$ cat src/rtl/acq_sequencer.sv
// acq_sequencer
//   Runs one capture cycle around the trigger controller on the ADC clock:
//   prefill the circular sample buffer, arm the trigger, capture the
//   post-trigger samples, hold the result until readout, then optionally
//   re-arm after a holdoff.
//
// Build option:
//   ACQ_AUTO_TRIGGER_EN - when defined, an ARMED timeout of AUTO_TIMEOUT
//                         cycles fires an internal trigger (same as force_trig).
//
// Ports:
//   clk, module_reset_n          ADC clock, async active-low reset
//   start, stop, auto_rearm      host control (stop has highest priority)
//   pre_count, post_count        sample counts, latched on start
//   trig_in, force_trig          trigger controller output / software trigger
//   readout_ack                  host finished reading the buffer
//   armed, trig_rst              to trigger controller (armed, manual_reset)
//   wr_en, wr_addr               sample-buffer write port
//   trig_addr                    address written on the trigger cycle
//   done, busy                   status
//   dbg_state_o                  current FSM state, for observation only
//
// Handshake: there is no valid/ready flow control here. Every control input
// is a single-cycle pulse or a level sampled at the rising clk edge; wr_en
// marks a write on each cycle it is high, and the buffer cannot stall it.
module acq_sequencer #(
  parameter int ADDR_W         = 11,
  parameter int HOLDOFF_CYCLES = 16,
  parameter int AUTO_TIMEOUT   = 65535
) (
  input  logic              clk,
  input  logic              module_reset_n,
  input  logic              start,
  input  logic              stop,
  input  logic              auto_rearm,
  input  logic [ADDR_W-1:0] pre_count,
  input  logic [ADDR_W-1:0] post_count,
  input  logic              trig_in,
  input  logic              force_trig,
  input  logic              readout_ack,
  output logic              armed,
  output logic              trig_rst,
  output logic              wr_en,
  output logic [ADDR_W-1:0] wr_addr,
  output logic [ADDR_W-1:0] trig_addr,
  output logic              done,
  output logic              busy,
  output logic [2:0]        dbg_state_o
);

  typedef enum logic [2:0] {
    S_IDLE    = 3'd0,
    S_PREFILL = 3'd1,
    S_ARMED   = 3'd2,
    S_CAPTURE = 3'd3,
    S_DONE    = 3'd4,
    S_HOLDOFF = 3'd5
  } state_e;

  localparam int HW = $clog2(HOLDOFF_CYCLES + 1);
  localparam logic [HW-1:0]     HOLD_LAST = HW'(HOLDOFF_CYCLES - 1);
  localparam logic [ADDR_W-1:0] ONE       = ADDR_W'(1);

  state_e            state_q, state_d;
  logic [ADDR_W-1:0] pre_q, pre_d;
  logic [ADDR_W-1:0] post_q, post_d;
  logic [ADDR_W-1:0] cnt_q, cnt_d;
  logic [HW-1:0]     hold_q, hold_d;
  logic [ADDR_W-1:0] wr_addr_q;
  logic [ADDR_W-1:0] trig_addr_q, trig_addr_d;
  logic              trig_in_q;
  logic              trig_rst_q;
  logic              auto_fire;
  logic              trig_evt;

`ifdef ACQ_AUTO_TRIGGER_EN
  localparam int TW = $clog2(AUTO_TIMEOUT + 1);
  localparam logic [TW-1:0] TMO_LAST = TW'(AUTO_TIMEOUT - 1);
  logic [TW-1:0] tmo_q;

  // Held at zero outside ARMED, so it is already clear on ARMED entry.
  always_ff @(posedge clk or negedge module_reset_n) begin
    if (!module_reset_n)          tmo_q <= '0;
    else if (state_q == S_ARMED)  tmo_q <= tmo_q + TW'(1);
    else                          tmo_q <= '0;
  end

  assign auto_fire = (state_q == S_ARMED) && (tmo_q == TMO_LAST);
`else
  logic unused_tmo;
  assign unused_tmo = ^AUTO_TIMEOUT;
  assign auto_fire  = 1'b0;
`endif

  // Rising edge only: a trigger already asserted on ARMED entry must fall first.
  assign trig_evt = (trig_in & ~trig_in_q) | force_trig | auto_fire;

  always_comb begin
    state_d     = state_q;
    pre_d       = pre_q;
    post_d      = post_q;
    cnt_d       = cnt_q;
    hold_d      = hold_q;
    trig_addr_d = trig_addr_q;
    case (state_q)
      S_IDLE: begin
        if (start) begin
          pre_d   = pre_count;
          post_d  = post_count;
          cnt_d   = '0;
          state_d = S_PREFILL;
        end
      end
      S_PREFILL: begin
        cnt_d = cnt_q + ONE;
        // pre_count of zero still spends one PREFILL cycle.
        if ((pre_q == '0) || (cnt_q == pre_q - ONE)) begin
          cnt_d   = '0;
          state_d = S_ARMED;
        end
      end
      S_ARMED: begin
        if (trig_evt) begin
          trig_addr_d = wr_addr_q;
          cnt_d       = '0;
          state_d     = (post_q == '0) ? S_DONE : S_CAPTURE;
        end
      end
      S_CAPTURE: begin
        cnt_d = cnt_q + ONE;
        if (cnt_q == post_q - ONE) begin
          cnt_d   = '0;
          state_d = S_DONE;
        end
      end
      S_DONE: begin
        if (readout_ack) begin
          hold_d  = '0;
          state_d = auto_rearm ? S_HOLDOFF : S_IDLE;
        end
      end
      S_HOLDOFF: begin
        hold_d = hold_q + HW'(1);
        if (!auto_rearm) begin
          state_d = S_IDLE;
        end else if (hold_q == HOLD_LAST) begin
          cnt_d   = '0;
          state_d = S_PREFILL;
        end
      end
      default: state_d = S_IDLE;
    endcase
    // Abort wins over everything, including a same-cycle trigger.
    if (stop) begin
      state_d     = S_IDLE;
      trig_addr_d = trig_addr_q;
    end
  end

  always_ff @(posedge clk or negedge module_reset_n) begin
    if (!module_reset_n) begin
      state_q     <= S_IDLE;
      pre_q       <= '0;
      post_q      <= '0;
      cnt_q       <= '0;
      hold_q      <= '0;
      wr_addr_q   <= '0;
      trig_addr_q <= '0;
      trig_in_q   <= 1'b0;
      trig_rst_q  <= 1'b0;
    end else begin
      state_q     <= state_d;
      pre_q       <= pre_d;
      post_q      <= post_d;
      cnt_q       <= cnt_d;
      hold_q      <= hold_d;
      trig_addr_q <= trig_addr_d;
      trig_in_q   <= trig_in;
      // Write pointer free-runs across acquisitions and wraps naturally.
      if (wr_en) wr_addr_q <= wr_addr_q + ONE;
      // High during the first DONE cycle only.
      trig_rst_q  <= (state_d == S_DONE) && (state_q != S_DONE);
    end
  end

  assign wr_en       = (state_q == S_PREFILL) || (state_q == S_ARMED) ||
                       (state_q == S_CAPTURE);
  assign armed       = (state_q == S_ARMED);
  assign done        = (state_q == S_DONE);
  assign busy        = (state_q != S_IDLE);
  assign wr_addr     = wr_addr_q;
  assign trig_addr   = trig_addr_q;
  assign trig_rst    = trig_rst_q;
  assign dbg_state_o = state_q;

endmodule
$ cat config.mk
export PLATFORM = sky130hd
export DESIGN_NAME = acq_sequencer
export DESIGN_NICKNAME = d
export VERILOG_FILES = /design/src/rtl/acq_sequencer.sv
export SDC_FILE = /design/constraint.sdc
export NUM_CORES = 1
export LEC_CHECK = 0
export CAP_MARGIN = 0
export CORE_ASPECT_RATIO = 0.8
export CORE_UTILIZATION = 40
export CTS_BUF_LIST = sky130_fd_sc_hd__clkbuf_8
export DETAILED_ROUTE_END_ITERATION = 7
export PLACE_DENSITY_LB_ADDON = 0.08
export REMOVE_ABC_BUFFERS = 1
export SYNTH_ARGS = -nofsm -noshare
export SYNTH_HDL_FRONTEND = slang
export SYNTH_SLANG_ARGS = --single-unit
$ cat constraint.sdc
create_clock -name clk -period 6.5 [get_ports clk]
set_clock_uncertainty 0.1 [all_clocks]
set_input_delay 1.3 -clock clk [delete_from_list [all_inputs] [get_ports clk]]
set_output_delay 1.3 -clock clk [all_outputs]
set_load 0.01 [all_outputs]
==> results_dict.tcl <==
set metrics [dict create \
    status "completed" \
    clk_latency_ns 0.35 \
    critPathMaxFanout 11 \
    drt_wl_total_um 9550 \
    ys_seq_area_share_pct 41.2 \
    placed_cells 566 \
    grt_usage_pct 19.8 \
    avgSynthCellArea_um2 9.71 \
    insertedDiodeCount 0 \
    hpwl_um 6530 \
    swShare_pct 31.9 \
    worst_pin_slew_ns 1.12 \
    core_um2 9610 \
    grt_antenna_before_repair 0 \
    synth_area_leader_cell "dfrtp_1" \
    max_freq_mhz 260 \
    yosys_warnings 0 \
    power_density_nw_per_um2 255 \
    cts.sinks 65 \
    ir_drop_v 0.000148 \
    fp.dieW_um 113 \
    crit_type "reg2out" \
    numCtsBuffers 9 \
    drtIter0Drc 250 \
    synthCells 407 \
    gp_congestion 0.826 \
    clk_path_buf_depth 2 \
    root_buffer "clkbuf_8" \
    num_rows 32 \
    slowest_stage "clkdlybuf4s50_1" \
    endpoint_kind "output port" \
    grt_max_degree 66 \
    ys_top_cells_by_count "dfrtp_1, nand2_1, mux2_2, nand3_1, nor2_1" \
    clkPwrFrac_pct 33.2 \
    grt_pass1_wl_um 16100 \
    switchingPower_uw 391 \
    port_buffers 59 \
    min_period_ns 3.85 \
    synth-edff-count 0 \
    async_reset_ff_share_pct 100 \
    fin_cells 582 \
    cpPeakStageDelay_ns 0.64 \
    synth.area.top_cells "dfrtp_1, mux2_2, xor2_1, nand2_1, nand3_1" \
    cts_tree "done" \
    hp-class "reg2reg" \
    final_nets 495 \
    multi_input_area_um2 2120 \
    drive_above_1_share_pct 13.4 \
    maxCapViolCount 0 \
    leakagePower_uw 0.00202 \
    critPathRequiredTime_ns 5.10 \
    syn2layout_area_growth_pct 21.8 \
    yosysTopAreaCellShare_pct 41.2 \
    drcViolationCount 0 \
    synthesis.area_um2 3950 \
    cts_resized 0 \
    vias_per_cell 5.77 \
    setup_viol 0 \
    wl_per_cell_um 16.4 \
    hold_buffers 0 \
    seq_power_share_pct 43.7 \
    grt_pass1_vias 3254 \
    seq_area_um2 1630 \
    power.internal_uw 835 \
    num_vias 3356 \
    die_h_um 90.9 \
    r2r_setup_slack_ns 3.00 \
    crit_arrival_ns 2.45 \
    ys_types 67 \
    synth-seq-cells 65 \
    slew_violations 0 \
    start_kind "flop" \
    finalCritPeriodShare_pct 59.2 \
    pwr-share-comb_pct 23.1 \
    relSlewSlack_pct 25.4 \
    first_pass_iters 6 \
    h-tree-depth 3 \
    path_clk_slew_ns 0.08 \
    yosysMostFrequentCell "dfrtp_1" \
    die-area_um2 10300 \
    finalSetupTns_ns 0 \
    rsz0062_at_grt "no" \
    num-fill-cells 906 \
    grt_overflow 0 \
    synth-main-ff-cell "dfrtp_1" \
    start_util_pct 41.1 \
    hold_violations 0 \
    postCtsSetupBuffers 0 \
    ios 60 \
    antenna_left 0 \
    path_cells "clkinv_1, a21oi_1, clkdlybuf4s50_1" \
]
[power by group through the flow]
stage	clock network (uW)	registers, uW	logic [uW]
finish	407	536	283
global placement	0	542	278
global route	432	549	316
detailed placement	0	544	283
floorplan	0	527	175
CTS	419	537	284
[flip-flops by register name, summed over array words and instances, names as in the netlist]
name         count
wr_addr         11
hold_q           5
trig_in_q        1
trig_rst         1
trig_addr       11
post_q          11
dbg_state_o      3
pre_q           11
cnt_q           11
[cell type report]
class / instances / share of cell area, %
Multi-Input combinational cell: 301 / 44.1
Sequential cell: 65 / 33.8
Timing Repair Buffer: 61 / 12.5
Clock buffer: 11 / 3.15
Tap cell: 119 / 3.09
Clock inverter: 5 / 1.79
Inverter: 20 / 1.56
[final timing paths]
kind	endpoint	depth (start not counted)	from
hold reg to reg	hold_q[4]	2	hold_q[4]
max in group asynchronous	post_q[0]	2	module_reset_n
hold / removal	hold_q[4]	2	hold_q[4]
setup reg to reg	cnt_q[8]	9	pre_q[0]
setup / recovery	wr_en	3	dbg_state_o[1]
min in group asynchronous	post_q[7]	2	module_reset_n
[placed cells by master (no fill, tap or decap), types with 3 or more instances in the layout]
cell,synthesis,final
o31ai_1,12,12
a31oi_1,20,20
clkbuf_8,1,11
mux2_2,28,28
o211a_1,3,3
and3_1,6,6
o211ai_1,5,5
o21ai_0,16,16
nor2_1,23,23
ha_1,7,7
nor4_1,3,3
nand2_1,36,36
nand4_1,6,6
nor3_1,7,7
inv_1,19,19
nand3_1,26,26
clkdlybuf4s50_1,0,58
a311oi_1,4,4
xor2_1,18,18
xnor2_1,12,12
and2_1,3,3
dfrtp_1,65,65
o22ai_1,3,3
a21oi_1,11,11
o21ai_1,3,3
[cells by family (layout without fill, tap and decap cells)]
family / after synthesis / count (layout) / share of synthesized area [%]
adders and majority gates: 7 / 7 / 2.22
DFF: 65 / 65 / 41.2
buffers and inverters: 41 / 97 / 5.10
and+or+nand+nor: 137 / 137 / 18.6
muxes: 29 / 29 / 8.23
xor gates and xnor gates: 30 / 30 / 6.65
AOI/OAI and AO/OA: 98 / 98 / 18.0
[metrics by stage]
stage,total power [uW],area [um2],hold WS (ns),worst slack (ns),util (%)
after floorplan,702,3820,0.350,3.53,-
after global placement,820,4570,0.364,3.10,47.6
after detailed placement,826,4570,0.372,3.02,47.6
after CTS,1240,4810,0.390,2.61,50.1
after global routing,1300,4810,0.428,2.47,50.1
final,1230,4810,0.384,2.65,50.1
[critical path, delay by kind of cell (launching register included)]
family | cells | cell delay, ns
compound gates | 1 | 0.53
flops | 1 | 0.55
buf+inv | 2 | 1.02
[metal layers]
layer	routed length (um)	track usage [%]	vias to the layer above
met5	0	0	-
met4	97	6.03	0
met3	702	6.11	11
met2	4450	32.0	109
met1	4300	25.4	1625
li1	-	-	1611
No activity file was read; power rests on OpenSTA's default activity.
